$ cat config.mk
export PLATFORM = sky130hd
export DESIGN_NAME = psum_accumulator
export DESIGN_NICKNAME = d
export VERILOG_FILES = /design/src/rtl/psum_accumulator.sv
export SDC_FILE = /design/constraint.sdc
export NUM_CORES = 1
export LEC_CHECK = 0
export BUFFER_PORTS_ARGS = -buffer_cell sky130_fd_sc_hd__buf_2
export CAP_MARGIN = 20
export CORE_ASPECT_RATIO = 1.1
export CORE_MARGIN = 10
export CORE_UTILIZATION = 52
export CTS_CLUSTER_SIZE = 25
export DETAILED_ROUTE_END_ITERATION = 8
export PLACE_DENSITY_LB_ADDON = 0.25
export SETUP_SLACK_MARGIN = 0.1
export SYNTH_ARGS = -nofsm -noshare
export SYNTH_HDL_FRONTEND = slang
export SYNTH_SLANG_ARGS = --single-unit
export TNS_END_PERCENT = 100
$ cat constraint.sdc
create_clock -name clk -period 2.9 [get_ports clk]
set_input_delay 0 -clock clk [delete_from_list [all_inputs] [get_ports clk]]
set_output_delay 0 -clock clk [all_outputs]
set_load 0.02 [all_outputs]
$ cat src/rtl/psum_accumulator.sv
// Read-modify-write accumulator in front of the psum scratchpad, plus an in-order drain stream.
// Products commit to the spad 2 edges after accept at 1/cycle; the drain holds data while out_ready=0.
module psum_accumulator #(
    parameter int PROD_W         = 16,
    parameter int PSUM_W         = 24,
    parameter int ADDR_W         = 5,
    parameter int SAT_EN         = 1,
    parameter int CLEAR_ON_DRAIN = 1
) (
    input  logic              clk,
    input  logic              rst,
    input  logic              in_valid,
    output logic              in_ready,
    input  logic [PROD_W-1:0] in_prod,
    input  logic [ADDR_W-1:0] in_addr,
    input  logic              in_first,
    input  logic              flush,
    input  logic [5:0]        flush_len,
    output logic              out_valid,
    input  logic              out_ready,
    output logic [PSUM_W-1:0] out_data,
    output logic              out_last,
    output logic              busy,
    output logic              spad_w_en,
    output logic              spad_r_en,
    output logic [ADDR_W-1:0] spad_waddr,
    output logic [ADDR_W-1:0] spad_raddr,
    output logic [PSUM_W-1:0] spad_wdata,
    input  logic [PSUM_W-1:0] spad_rdata
);

    typedef enum logic [1:0] {
        IDLE  = 2'd0,
        WAIT  = 2'd1,
        DRAIN = 2'd2
    } state_t;

    localparam logic [5:0]        DEPTH   = 6'(1 << ADDR_W);
    localparam logic [PSUM_W-1:0] SAT_MAX = {1'b0, {(PSUM_W-1){1'b1}}};
    localparam logic [PSUM_W-1:0] SAT_MIN = {1'b1, {(PSUM_W-1){1'b0}}};

    state_t              r_state;
    state_t              w_state_nxt;
    logic                r_s1_v;
    logic [PROD_W-1:0]   r_s1_prod;
    logic [ADDR_W-1:0]   r_s1_addr;
    logic                r_s1_first;
    logic [5:0]          r_ptr;
    logic [5:0]          r_len;

    logic                w_accept;
    logic                w_flush_go;
    logic [5:0]          w_len_clamped;
    logic                w_drain_hs;
    logic [PSUM_W:0]     w_prod_ext;
    logic [PSUM_W:0]     w_acc_ext;
    logic [PSUM_W:0]     w_sum;
    logic [PSUM_W-1:0]   w_sat;

    assign in_ready      = (r_state == IDLE);
    assign w_accept      = in_valid && in_ready;
    assign w_flush_go    = (r_state == IDLE) && flush && (flush_len != 6'd0);
    assign w_len_clamped = (flush_len > DEPTH) ? DEPTH : flush_len;

    assign out_valid  = (r_state == DRAIN);
    assign out_last   = (r_state == DRAIN) && (r_ptr == r_len - 6'd1);
    assign out_data   = (r_state == DRAIN) ? spad_rdata : '0;
    assign w_drain_hs = out_valid && out_ready;
    assign busy       = (r_state != IDLE) || r_s1_v;

    // One guard bit is enough: a PROD_W addend cannot overflow PSUM_W+1 bits.
    assign w_prod_ext = {{(PSUM_W+1-PROD_W){r_s1_prod[PROD_W-1]}}, r_s1_prod};
    assign w_acc_ext  = {spad_rdata[PSUM_W-1], spad_rdata};
    assign w_sum      = r_s1_first ? w_prod_ext : (w_acc_ext + w_prod_ext);

    always_comb begin
        w_sat = w_sum[PSUM_W-1:0];
        if ((SAT_EN != 0) && (w_sum[PSUM_W] != w_sum[PSUM_W-1])) begin
            w_sat = w_sum[PSUM_W] ? SAT_MIN : SAT_MAX;
        end
    end

    always_ff @(posedge clk or negedge rst) begin
        if (!rst) begin
            r_state <= IDLE;
        end else begin
            r_state <= w_state_nxt;
        end
    end

    // Nothing is accepted outside IDLE, so any stage product left over from the
    // flush cycle commits at the end of the single WAIT cycle, before DRAIN reads.
    always_comb begin
        w_state_nxt = r_state;
        case (r_state)
            IDLE:    if (w_flush_go) w_state_nxt = WAIT;
            WAIT:    w_state_nxt = DRAIN;
            DRAIN:   if (w_drain_hs && out_last) w_state_nxt = IDLE;
            default: w_state_nxt = IDLE;
        endcase
    end

    always_ff @(posedge clk or negedge rst) begin
        if (!rst) begin
            r_s1_v     <= 1'b0;
            r_s1_prod  <= '0;
            r_s1_addr  <= '0;
            r_s1_first <= 1'b0;
        end else begin
            r_s1_v <= w_accept;
            if (w_accept) begin
                r_s1_prod  <= in_prod;
                r_s1_addr  <= in_addr;
                r_s1_first <= in_first;
            end
        end
    end

    always_ff @(posedge clk or negedge rst) begin
        if (!rst) begin
            r_ptr <= '0;
            r_len <= '0;
        end else if (w_flush_go) begin
            r_ptr <= '0;
            r_len <= w_len_clamped;
        end else if (w_drain_hs) begin
            r_ptr <= r_ptr + 6'd1;
        end
    end

    // Stage and drain never share the spad: the stage is always empty in DRAIN.
    always_comb begin
        spad_r_en  = 1'b0;
        spad_w_en  = 1'b0;
        spad_raddr = '0;
        spad_waddr = '0;
        spad_wdata = '0;
        if (r_s1_v) begin
            spad_r_en  = 1'b1;
            spad_raddr = r_s1_addr;
            spad_w_en  = 1'b1;
            spad_waddr = r_s1_addr;
            spad_wdata = w_sat;
        end else if (r_state == DRAIN) begin
            spad_r_en  = 1'b1;
            spad_raddr = r_ptr[ADDR_W-1:0];
            if (w_drain_hs && (CLEAR_ON_DRAIN != 0)) begin
                spad_w_en  = 1'b1;
                spad_waddr = r_ptr[ADDR_W-1:0];
            end
        end
    end

endmodule

# ---- Word level (Yosys, flattened, before mapping)
# Cells that the tools add are included.
dict set report word_totals {
  register_bits 37
  in_bits 57
  output_inout_bits 64
  word_cells 50
}
dict set report op_classes {
  add_sub_neg 3
  n_lt_le_gt_ge 1
  n_eq_ne 6
  n_mux 21
  n_reduce_logical 12
}
# cell count
set ops {}
lappend ops {{2-to-1 mux 24 bit} 4}
lappend ops {{adder 24 x 16 -> 25 bit} 1}
lappend ops {{2-to-1 mux 25 bit} 1}
lappend ops {{2-to-1 mux 5 bit} 5}
lappend ops {{2-to-1 mux 6 bit} 3}
lappend ops {{adder 6 x 1 -> 6 bit (second input constant)} 1}
lappend ops {{== test 6 bit} 1}
lappend ops {{greater-than comparator 6 bit (second input constant)} 1}
lappend ops {{logical AND 1 bit} 6}
lappend ops {{case mux 2 bit (3 select lines)} 1}
lappend ops {{nonzero test 6 bit} 1}
lappend ops {{subtractor 6 x 1 -> 6 bit (second input constant)} 1}
lappend ops {{2-to-1 mux 1 bit} 5}
lappend ops {{2-to-1 mux 2 bit} 2}
lappend ops {{inequality test 2 x 1 -> 1 bit (second input constant)} 2}
lappend ops {{nonzero test 2 bit} 2}
lappend ops {{== test 2 x 1 -> 1 bit (second input constant)} 1}
lappend ops {{== test 2 bit (second input constant)} 1}
lappend ops {{logical NOT 2 bit} 1}
lappend ops {{AND reduction 2 bit} 1}
lappend ops {{logical OR 1 bit} 1}
lappend ops {{inequality test 1 bit} 1}

# ---- Longest topological paths before layout
# Gate-level depths: netlist of the first run.
dict set report logic_depth {
  depth_word 6
  mapped_depth 11
  mapped_depth_nobuf 9
}

# ---- Worst setup path before layout of the first run
# OpenSTA, ideal clock, no wires.
dict set report synth_timing {
  kind {reg2out}
  from {register r_s1_prod[15]}
  to {output spad_wdata[16]}
  t_arrival_ns 2.683
  required_ns 2.900
  slack_ns 0.217
  path_stages_with_launch 11
  n_path_buf 2
  path_cell_list {dfrtp_1 ha_1 nand2_2 o211ai_1 nand4_1 a211oi_2 or3b_1 buf_6 o211ai_4 buf_6 a221oi_1}
}
dict set report synth_via {
  elab_chain_len 5
  elab_cells_between_ends 6
  cone_classes {add/sub: 1; eq/ne: 1; mux: 4}
}
# item line
set synth_rtl {}
lappend synth_rtl {{start, declared} 45} ;# logic [PROD_W-1:0] r_s1_prod;
lappend synth_rtl {{start signal, assigned} 112} ;# r_s1_prod <= in_prod;
lappend synth_rtl {{adder 24 x 16 -> 25 bit} 74} ;# assign w_sum = r_s1_first ? w_prod_ext : (w_acc_ext + w_prod_ext);
lappend synth_rtl {{2-to-1 mux 25 bit (*)} 74}
lappend synth_rtl {{2-to-1 mux 24 bit or inequality test 1 bit (tied branches)} {79, 78}}
lappend synth_rtl {{2-to-1 mux 24 bit (*)} 78} ;# if ((SAT_EN != 0) && (w_sum[PSUM_W] != w_sum[PSUM_W-1])) begin
lappend synth_rtl {{2-to-1 mux 24 bit (*)} 138} ;# if (r_s1_v) begin
lappend synth_rtl {{end, declared} 28} ;# output logic [PSUM_W-1:0] spad_wdata,
# Mark *: on every way between the ends. The rest lies on a longest branch, timed or not.

# ---- Final worst setup path of the first run
dict set report layout_timing {
  from {register r_s1_prod[10]}
  to {output spad_wdata[22]}
}
dict set report layout_via {
  elab_chain_len 5
  elab_cells_between_ends 6
  cone_classes {add/sub: 1; eq/ne: 1; mux: 4}
}
# item line
set layout_rtl {}
lappend layout_rtl {{adder 24 x 16 -> 25 bit (*)} 74}
lappend layout_rtl {{2-to-1 mux 25 bit (*)} 74}
lappend layout_rtl {{2-to-1 mux 24 bit or inequality test 1 bit (tied branches)} {79, 78}}
lappend layout_rtl {{2-to-1 mux 24 bit (*)} 78}
lappend layout_rtl {{2-to-1 mux 24 bit (*)} 138}
# Marks and branches as above.

==> impl_metrics.ini, run 1 <==
[outcome]
status = finished, violations left
violations_in_the_final_reports = setup timing

[yosys]
dominant_combinational_cell_family_by_area_after_synthesis = compound AO/OA/AOI/OAI gates
gate_count_of_the_mapped_netlist = 415
mux_contribution_to_synthesized_area_pct = 7.01
synth.lib_cells_used.distinct = 67
synth.cell_area_um2 = 3690
total_nets_after_synthesis = 499
yosys_register_bits = 37
synth_simple_gate_area_share_pct = 20.0
ys.flop_type = sky130_fd_sc_hd__dfrtp_1
yosys.area_share.xor_xnor_pct = 7.35
number_of_flops_mapped_to_enable_cells_by_yosys = 0
synth_adder_area_share_pct = 9.35
yosysWarningCount = 0
syn_area_per_cell_um2 = 8.90
synth-async-reset-ratio_pct = 100
area_fraction_in_compound_gates_after_synthesis_pct = 26.9
synth_sequential_area_ratio_pct = 25.1

[final_layout]
most_common_library_cell_in_the_layout_ignoring_fill_and_taps = sky130_fd_sc_hd__buf_2
multi_input_comb_area_um2 = 2980
num_antenna_cells = 0
final_net_count = 664
final_cell_mix = sky130_fd_sc_hd__buf_2, sky130_fd_sc_hd__nand2_1, sky130_fd_sc_hd__dfrtp_1, sky130_fd_sc_hd__buf_4, sky130_fd_sc_hd__dlygate4sd3_1
finalCoreUtilization_pct = 77.5
design_area_um2 = 5400
area_delta_synth_final_pct = 46.1
fill_cells = 469
share_of_layout_cells_above_drive_strength_1_pct = 43.9
layout.area.seq_um2 = 927

[pwr]
p_sw_mw = 3.32
worst_ir_drop_vdd_v = 0.000762
comb_power_share_pct = 77.6
sequentialPowerShare_pct = 15.3
p_clk_share_pct = 7.1
power.leakage_nw = 2.45
power_report.internal_total_mw = 3.32
power.switching_fraction_pct = 50.0
power.density_nw_per_um2 = 1230

[route]
drt-initial-drc-count = 236
drtAntennaViolNets = 0
detailroute.via_count = 3913
finalWirelength_um = 12100
vias_per_cell = 5.88
detail_route.first_pass.iterations = 5
drt_drc_violations_left = 0
post_drt_wl_per_cell_um = 18.2

[die]
start_util_pct = 53.0
fp.dieH_um = 108
placementRows = 32
dieArea_um2 = 10900
total_core_area_um2 = 6970
top_ports = 121
die_w_um = 100

[clock_network]
cts.clk_slew.worst_paths_ns = 0.09
clock-sinks = 37
clock_path_buffers = 2
h-tree-depth = 2
numCtsBuffers = 5
clock_insertion_delay_worst_skew_ns = 0.30
tritoncts = built
root_buffer = sky130_fd_sc_hd__clkbuf_8

[timing]
clock-skew-final_ns = 0.0112
fmax_mhz = 339
hold_ws_ns = 0.0515
finalWorstSetupSlack_ns = -0.0500
min_period_over_period_pct = 102
slew_viol_final = 0
worst-slew-pin-transition_ns = 0.840
number_of_endpoints_failing_setup_at_the_final_stage = 6
slew_headroom_pct = 44.0
timing.final.hold_violations = 0
grt_setup_unrepaired = yes
final_period_minus_worst_setup_slack_ns = 2.95
setup-tns-final_ns = -0.111

[critical_path]
path_depth = 10
crit_path_start_kind = flop
cp_top_family = compound AO/OA/AOI/OAI gates
timing.critical_path.required_ns = 2.90
timing.critical_path.to_type = output port
cp_data_arrival_time_ns = 2.95
critical_path_class = flop to output port
worst-path-buf-inv = 2
cpMaxStageDelayCell = sky130_fd_sc_hd__dfrtp_1
worstPathCellList = ha_2 > nand3_1 > nor2_1 > nand4_1 > a211oi_2 > o22ai_2 > mux2i_4 > buf_12 > a221oi_1 > buf_2
worstRegToRegCells = 7
slowest_delay_ns = 0.41
critical_path.max_fanout = 9

[global_route]
groute.layer.met1.usage_pct = 23.3
grt_overflow_total = 0
global_route.usage.met3_pct = 5.62
grt_pass1_vias = 4014
grt_util_all_layers_pct = 20.7
globalRouteMet2Util_pct = 37.2
grt_pass1_wl_um = 18800
number_of_antenna_violations_at_the_first_check_in_global_routing = 0
pin_count_of_the_biggest_net_entering_global_routing = 38
busiest_layer = met2

[job]
maxCapViolCount = 0

[placement]
placedInstanceArea_um2 = 4400
placer_congestion = 0.901
place_hpwl_um = 8560
io_buffers = 120

[min_path]
holdCritPathClass = input pin to flop
hold_depth = 3
-- final cells by class --
type / count / share of cell area (%)
clock inverters: 3 / 0.857
clock buffers: 5 / 1.27
repair buffers: 176 / 22.6
multi-input cells: 346 / 55.1
well taps: 85 / 1.97
flip-flops and latches: 37 / 17.2
inverters: 14 / 0.973
-- power by group through the flow --
stage,Sequential (mW),Combinational [mW],Clock [mW]
after floorplan,0.911,3.15,0
after detailed placement,1.01,4.09,0
final,1.02,5.16,0.470
after global placement,0.983,3.99,0
after global routing,1.05,5.55,0.492
after CTS,1.00,4.66,0.476
-- worst register-to-register path, cell delays in order (launching register included) --
cell	delay (ns)
sky130_fd_sc_hd__dfrtp_1	0.42
sky130_fd_sc_hd__nor3_1	0.39
sky130_fd_sc_hd__xor2_1	0.16
sky130_fd_sc_hd__nor3_1	0.21
sky130_fd_sc_hd__a31oi_1	0.08
sky130_fd_sc_hd__nor4b_1	0.50
sky130_fd_sc_hd__a21oi_1	0.15
sky130_fd_sc_hd__a21o_1	0.17
-- flip-flops by register name, summed over array words and instances (netlist names) --
signal	cells
r_s1_prod	16
r_len	6
r_ptr	6
r_s1_addr	5
r_state	2
r_s1_first	1
r_s1_v	1
-- worst paths after layout --
path / from / slack, ns / to
worst max-delay path: r_s1_prod[10] / -0.05 / spad_wdata[22]
worst min-delay path: out_ready / 0.05 / r_ptr[1]
worst max register to register: r_len[0] / 0.72 / r_state[1]
worst min register to register: r_state[0] / 0.51 / r_state[1]
max in group asynchronous: rst / 1.97 / r_s1_prod[15]
min in group asynchronous: rst / 0.33 / r_s1_prod[7]
-- repair_timing --
item	4_1_cts	5_1_grt
setup buffers	11	2
gates resized for setup	45	56
hold buffers	29	0
hold endpoints to repair	65	0
endpoints found under the setup margin	24	24
pin swaps	13	9
-- per-stage QoR --
step           power (mW)  setup WS [ns]  cells
4_1_cts              6.14         0.0190    664
5_1_grt              7.09         -0.180    666
3_5_place_dp         5.10        -0.0666    616
3_3_place_gp         4.98         0.0791    616
2_1_floorplan        4.06          0.217    415
6_report             6.65        -0.0500    666
-- Yosys cell counts, types with 3 or more instances --
library cell | instances | area, um2
sky130_fd_sc_hd__mux2_2 | 21 | 236
sky130_fd_sc_hd__nand3b_1 | 6 | 45.0
sky130_fd_sc_hd__o2111ai_1 | 7 | 61.3
sky130_fd_sc_hd__nand3_1 | 9 | 45.0
sky130_fd_sc_hd__nand4_1 | 4 | 25.0
sky130_fd_sc_hd__o211ai_1 | 4 | 30.0
sky130_fd_sc_hd__xor2_1 | 11 | 96.3
sky130_fd_sc_hd__and3_1 | 3 | 18.8
sky130_fd_sc_hd__nor3_1 | 5 | 25.0
sky130_fd_sc_hd__nand2_2 | 3 | 18.8
sky130_fd_sc_hd__o21ai_0 | 11 | 55.1
sky130_fd_sc_hd__and2_1 | 27 | 169
sky130_fd_sc_hd__nor2_1 | 20 | 75.1
sky130_fd_sc_hd__a21oi_1 | 30 | 150
sky130_fd_sc_hd__a21o_1 | 7 | 52.6
sky130_fd_sc_hd__buf_4 | 3 | 22.5
sky130_fd_sc_hd__nor2b_1 | 3 | 18.8
sky130_fd_sc_hd__ha_1 | 26 | 325
sky130_fd_sc_hd__nand2_1 | 45 | 169
sky130_fd_sc_hd__dfrtp_1 | 37 | 926
sky130_fd_sc_hd__buf_6 | 4 | 45.0
sky130_fd_sc_hd__nand2b_1 | 7 | 43.8
sky130_fd_sc_hd__o21a_1 | 3 | 22.5
sky130_fd_sc_hd__xnor2_1 | 20 | 175
sky130_fd_sc_hd__a22oi_1 | 6 | 45.0
sky130_fd_sc_hd__clkbuf_1 | 10 | 37.5
sky130_fd_sc_hd__a221oi_1 | 12 | 105
sky130_fd_sc_hd__inv_1 | 14 | 52.6
sky130_fd_sc_hd__a22o_1 | 10 | 87.6
-- per-layer routing --
layer | share of wire, % | wire (um) | vias to the layer above
met5 | 0 | 0 | -
met3 | 8.0 | 971 | 18
li1 | - | - | 1870
met1 | 40 | 4810 | 1841
met2 | 51 | 6140 | 184
met4 | 1.4 | 168 | 0
-- cell families after synthesis --
logic type / count (synthesis)
xor gates and xnor gates: 31
adders and majority gates: 27
buffers and inverters: 32
DFF: 37
and+or+nand+nor: 143
AOI/OAI and AO/OA: 123
muxes: 22
(Power assumes the default switching activity.)
==> run 2: changes to the inputs <==
Settings changed: RECOVER_POWER set to 50.
==> run 2 against run 1 <==
  * The flow finishes with violations (capacitance limit, slew limit, setup timing)
  * Critical path type unchanged
  * Clock skew barely moved
  * Combinational power barely moved
  * Highest routed layer unchanged
  * Largest power group unchanged
  * Core utilization shrank 0.36 points
  * Flip-flop and latch count is the same
  * Largest cell class unchanged
  * Via count barely moved
  * Critical endpoint unchanged
  * Maximum frequency grew 0.16%
  * Critical path depth unchanged
==> impl_metrics.ini, run 2 (synthesized netlist as in run 1, its figures left out) <==
[placement]
placedInstanceArea_um2 = 4400
placer_congestion = 0.901
io_buffers = 120
place_hpwl_um = 8560

[global_route]
grt_overflow_total = 0
pin_count_of_the_biggest_net_entering_global_routing = 38
grt_pass1_vias = 4014
grt_util_all_layers_pct = 20.7
number_of_antenna_violations_at_the_first_check_in_global_routing = 0
grt_pass1_wl_um = 18800

[final_layout]
final_net_count = 664
most_common_library_cell_in_the_layout_ignoring_fill_and_taps = sky130_fd_sc_hd__buf_2
share_of_layout_cells_above_drive_strength_1_pct = 40.8
largest_register_ff_count = 16
biggestRegsByFlops = r_s1_prod: 16 flops, r_len: 6 flops, r_ptr: 6 flops
num_antenna_cells = 0
design_area_um2 = 5370
reg_with_most_ffs = r_s1_prod
finalCoreUtilization_pct = 77.1
area_delta_synth_final_pct = 45.4
final_cell_mix = sky130_fd_sc_hd__buf_2, sky130_fd_sc_hd__nand2_1, sky130_fd_sc_hd__dfrtp_1, sky130_fd_sc_hd__buf_4, sky130_fd_sc_hd__dlygate4sd3_1

[timing]
min_period_over_period_pct = 102
finalWorstSetupSlack_ns = -0.0453
number_of_endpoints_failing_setup_at_the_final_stage = 6
grt_setup_unrepaired = yes
worst-slew-pin-transition_ns = 2.04
slew_viol_final = 38
fmax_mhz = 340
hold_ws_ns = 0.0532
final_period_minus_worst_setup_slack_ns = 2.95
slew_headroom_pct = -35.9
clock-skew-final_ns = 0.0109
timing.final.hold_violations = 0

[min_path]
holdCritPathClass = input pin to flop

[outcome]
violations_in_the_final_reports = capacitance limit, slew limit, setup timing
status = finished, violations left

[clock_network]
clock-sinks = 37
clock_insertion_delay_worst_skew_ns = 0.30
root_buffer = sky130_fd_sc_hd__clkbuf_8
numCtsBuffers = 5
tritoncts = built
clock_path_buffers = 2
cts.clk_slew.worst_paths_ns = 0.09
h-tree-depth = 2

[pwr]
power.density_nw_per_um2 = 1230
worst_ir_drop_vdd_v = 0.000761
p_clk_share_pct = 7.1
p_sw_mw = 3.33
power.switching_fraction_pct = 50.2
sequentialPowerShare_pct = 15.4
comb_power_share_pct = 77.5
power_report.internal_total_mw = 3.30
power.leakage_nw = 2.38

[critical_path]
cp_top_family = compound AO/OA/AOI/OAI gates
worstPathCellList = ha_2 > nand3_1 > nor2_1 > nand4_1 > a211oi_2 > o22ai_2 > mux2i_4 > buf_12 > a221oi_1 > buf_2
timing.critical_path.to_type = output port
cpMaxStageDelayCell = sky130_fd_sc_hd__ha_2
timing.critical_path.required_ns = 2.90
crit_path_start_kind = flop
slowest_delay_ns = 0.42
critical_path.max_fanout = 9
cp_data_arrival_time_ns = 2.95
worst-path-buf-inv = 2
critical_path_class = flop to output port

[route]
post_drt_wl_per_cell_um = 18.2
detailroute.via_count = 3912
detail_route.first_pass.iterations = 4
vias_per_cell = 5.87
drt_drc_violations_left = 0
drt-initial-drc-count = 292
finalWirelength_um = 12100
drtAntennaViolNets = 0

[die]
total_core_area_um2 = 6970
start_util_pct = 53.0
fp.dieH_um = 108
die_w_um = 100
placementRows = 32
dieArea_um2 = 10900
top_ports = 121

[job]
maxCapViolCount = 1
[run 2: changes by cell type in the layout (fill, tap and decap cells not counted), sizes merged]
cell,previous run,this run
buf,147,129
clkbuf,5,23
[run 2: final timing paths]
check,start,endpoint,slack (ns),depth (start not counted)
min in group asynchronous,rst,r_s1_prod[7],0.82,2
worst min-delay path,out_ready,r_ptr[1],0.05,3
worst max register to register,r_state[0],r_s1_prod[12],0.45,4
worst max-delay path,r_s1_prod[10],spad_wdata[22],-0.05,10
max in group asynchronous,rst,r_s1_prod[15],0.75,2
worst min register to register,r_state[0],r_state[1],0.51,1
[run 2: power by group through the flow]
stage / clock network [mW] / logic [mW] / registers (mW)
floorplan: 0 / 3.15 / 0.911
detailed placement: 0 / 4.09 / 1.01
global placement: 0 / 3.99 / 0.983
CTS: 0.476 / 4.66 / 1.00
finish: 0.470 / 5.14 / 1.02
global route: 0.492 / 5.53 / 1.05
[run 2: what timing repair did]
action / in CTS / in global routing
endpoints found under the hold margin: 65 / 0
gates resized for setup: 45 / 56
setup endpoints to repair: 24 / 24
buffers inserted: 11 / 2
pin swaps: 13 / 9
hold buffers: 29 / 0
[run 2: worst register-to-register path, cell delays in order (launching register included)]
cell                       delay (ns)
sky130_fd_sc_hd__dfrtp_1         0.39
sky130_fd_sc_hd__nor2_1          0.28
sky130_fd_sc_hd__and2_0          0.17
sky130_fd_sc_hd__clkbuf_1        1.04
sky130_fd_sc_hd__mux2_2          0.45
[run 2: stage by stage]
stage / TNS [ns] / power, mW / std cells / worst slack (ns)
after floorplan: 0 / 4.06 / 415 / 0.217
after global placement: 0 / 4.98 / 616 / 0.0791
after detailed placement: -0.583 / 5.10 / 616 / -0.0666
after CTS: 0 / 6.14 / 664 / 0.0190
after global routing: -2.43 / 7.07 / 666 / -0.180
final: -0.0961 / 6.63 / 666 / -0.0453
[run 2: metal layers]
metal / part of all wire (%) / vias up / global-route usage (%)
li1: - / 1871 / -
met1: 40 / 1853 / 23.3
met2: 51 / 163 / 37.2
met3: 8.0 / 25 / 5.62
met4: 1.7 / 0 / 5.56
met5: 0 / - / 0
[run 2: final cells by class]
type,instances,area [um2]
fill,481,1590
inverter,14,52.6
tap,85,106
clock buffer,5,68.8
clock inverter,3,46.3
multi-input combinational,346,2980
sequential,37,927
timing repair buffer,176,1200
==> run 3: changes to the inputs <==
Settings changed: BUFFER_PORTS_ARGS -buffer_cell sky130_fd_sc_hd__buf_2 to -buffer_cell sky130_fd_sc_hd__clkbuf_2.
==> run 3 against run 2 <==
  * The flow still finishes with violations (capacitance limit, slew limit, setup timing)
  * Worst hold slack better by 0.029 ns
  * Sequential share of layout area down 0.43 points
  * Wire length up 10%
  * Critical path depth unchanged
  * Critical path type unchanged
  * Largest power group unchanged
==> impl_metrics.ini, run 3 (synthesized netlist as in run 1, its figures left out) <==
[critical_path]
timing.critical_path.required_ns = 2.90
cpMaxStageDelayCell = sky130_fd_sc_hd__or3b_4
regToRegStartpoint = r_state[0]
crit_path_start_kind = flop
critical_path.max_fanout = 6
critical_path_class = flop to output port
critical_path.startpoint = r_s1_prod[0]
cp_data_arrival_time_ns = 3.02
timing.critical_path.to_type = output port
worstPathCellList = ha_4 > fa_2 > a21oi_4 > o211ai_2 > nand4_1 > a211oi_2 > or3b_4 > o2111ai_4 > a22oi_2 > buf_6
worst-r2r-setup-slack_ns = 0.42
slowest_delay_ns = 0.43

[timing]
grt_setup_unrepaired = yes
final_period_minus_worst_setup_slack_ns = 3.02
worst-slew-pin-transition_ns = 2.03
slew_headroom_pct = -35.5
fmax_mhz = 332
slew_viol_final = 38
number_of_endpoints_failing_setup_at_the_final_stage = 22
timing.final.hold_violations = 0
clock-skew-final_ns = 0.00898
min_period_over_period_pct = 104
finalWorstSetupSlack_ns = -0.116

[clock_network]
cts.clk_slew.worst_paths_ns = 0.09
clock_insertion_delay_worst_skew_ns = 0.30
clock_path_buffers = 2
clock-sinks = 37
tritoncts = built
h-tree-depth = 2
root_buffer = sky130_fd_sc_hd__clkbuf_8
numCtsBuffers = 5

[final_layout]
layout.area.seq_um2 = 927
area_delta_synth_final_pct = 49.2
layout.cells.non_filler = 678
final_cell_mix = sky130_fd_sc_hd__clkbuf_2, sky130_fd_sc_hd__nand2_1, sky130_fd_sc_hd__buf_4, sky130_fd_sc_hd__dfrtp_1, sky130_fd_sc_hd__dlygate4sd3_1
final_net_count = 676
largest_register_ff_count = 16
reg_with_most_ffs = r_s1_prod
share_of_layout_cells_above_drive_strength_1_pct = 43.5
fill_cells = 461
most_common_library_cell_in_the_layout_ignoring_fill_and_taps = sky130_fd_sc_hd__clkbuf_2
biggestRegsByFlops = r_s1_prod: 16 flops, r_len: 6 flops, r_ptr: 6 flops
multi_input_comb_area_um2 = 3020
num_antenna_cells = 0

[die]
top_ports = 121
start_util_pct = 53.0
fp.dieH_um = 108
die_w_um = 100
total_core_area_um2 = 6970
dieArea_um2 = 10900
placementRows = 32

[job]
maxCapViolCount = 1

[placement]
io_buffers = 120
place_worst_setup_slack_ns = -0.0306
placer_congestion = 0.853
place_hpwl_um = 8430
place.detailed.instances = 616

[route]
drt-initial-drc-count = 255
vias_per_cell = 6.02
drt_drc_violations_left = 0
detailroute.via_count = 4079
finalWirelength_um = 13400
detail_route.first_pass.iterations = 4
drtAntennaViolNets = 0
post_drt_wl_per_cell_um = 19.7

[pwr]
sequentialPowerShare_pct = 14.8
power.leakage_nw = 2.46
power_report.internal_total_mw = 3.43
p_sw_mw = 3.51
power.density_nw_per_um2 = 1260
power.switching_fraction_pct = 50.5
p_clk_share_pct = 6.8
comb_power_share_pct = 78.4
worst_ir_drop_vdd_v = 0.000874

[global_route]
number_of_antenna_violations_at_the_first_check_in_global_routing = 0
pin_count_of_the_biggest_net_entering_global_routing = 38
grt_overflow_total = 0
grt_pass1_wl_um = 20100
grt_util_all_layers_pct = 22.2
grt_pass1_vias = 4149

[min_path]
holdCritStartpoint = out_ready
holdCritPathClass = input pin to flop

[outcome]
violations_in_the_final_reports = capacitance limit, slew limit, setup timing
status = finished, violations left
run 3: layout make-up:
type	instances	area share [%]
clock buffer	5	1.25
clock inverter	3	0.840
inverter	14	0.953
multi-input combinational	346	54.8
sequential	37	16.8
tap	85	1.93
timing repair buffer	188	23.4
run 3: power by group through the flow:
| stage | clock [mW] | combinational (mW) | sequential [mW] |
|---|---|---|---|
| floorplan | 0 | 3.15 | 0.911 |
| global placement | 0 | 4.00 | 0.982 |
| detailed placement | 0 | 4.06 | 0.999 |
| CTS | 0.472 | 4.81 | 0.997 |
| global route | 0.495 | 5.82 | 1.06 |
| finish | 0.471 | 5.44 | 1.03 |
run 3: critical path: cells and delay by family, from the launching register on:
kind / cells / cell delay (ns)
buffers and inverters: 1 / 0.17
and+or+nand+nor: 2 / 0.59
AOI/OAI and AO/OA: 5 / 0.96
adders and majority gates: 2 / 0.57
DFF: 1 / 0.42
run 3: stage by stage:
step / hold WS, ns / power [mW] / setup TNS [ns] / area, um2 / utilization [%]
global placement: 0.181 / 4.98 / 0 / 4400 / 63.1
global route: 0.103 / 7.37 / -2.58 / 5510 / 79.1
floorplan: -0.296 / 4.06 / 0 / 3690 / -
finish: 0.0820 / 6.94 / -1.10 / 5510 / 79.1
detailed placement: 0.182 / 5.06 / -0.164 / 4400 / 63.1
CTS: 0.0346 / 6.28 / 0 / 5280 / 75.7
run 3: worst paths after layout:
check	to	depth (start not counted)
min in group asynchronous	r_s1_prod[9]	2
min reg2reg	r_len[5]	2
max	spad_wdata[2]	10
max reg2reg	r_s1_prod[15]	4
min	r_state[1]	3
max in group asynchronous	r_s1_prod[15]	2
run 3: what timing repair did:
item,CTS,global route
endpoints found under the hold margin,65,0
buffers inserted,19,6
pin swaps,19,21
endpoints found under the setup margin,24,24
resized for setup,61,69
hold buffers,29,0
run 3: routing by layer:
layer	part of all wire [%]	global-route usage, %
met2	51	39.3
met4	3.2	7.37
met5	0	0
met1	38	25.5
met3	7.3	5.36
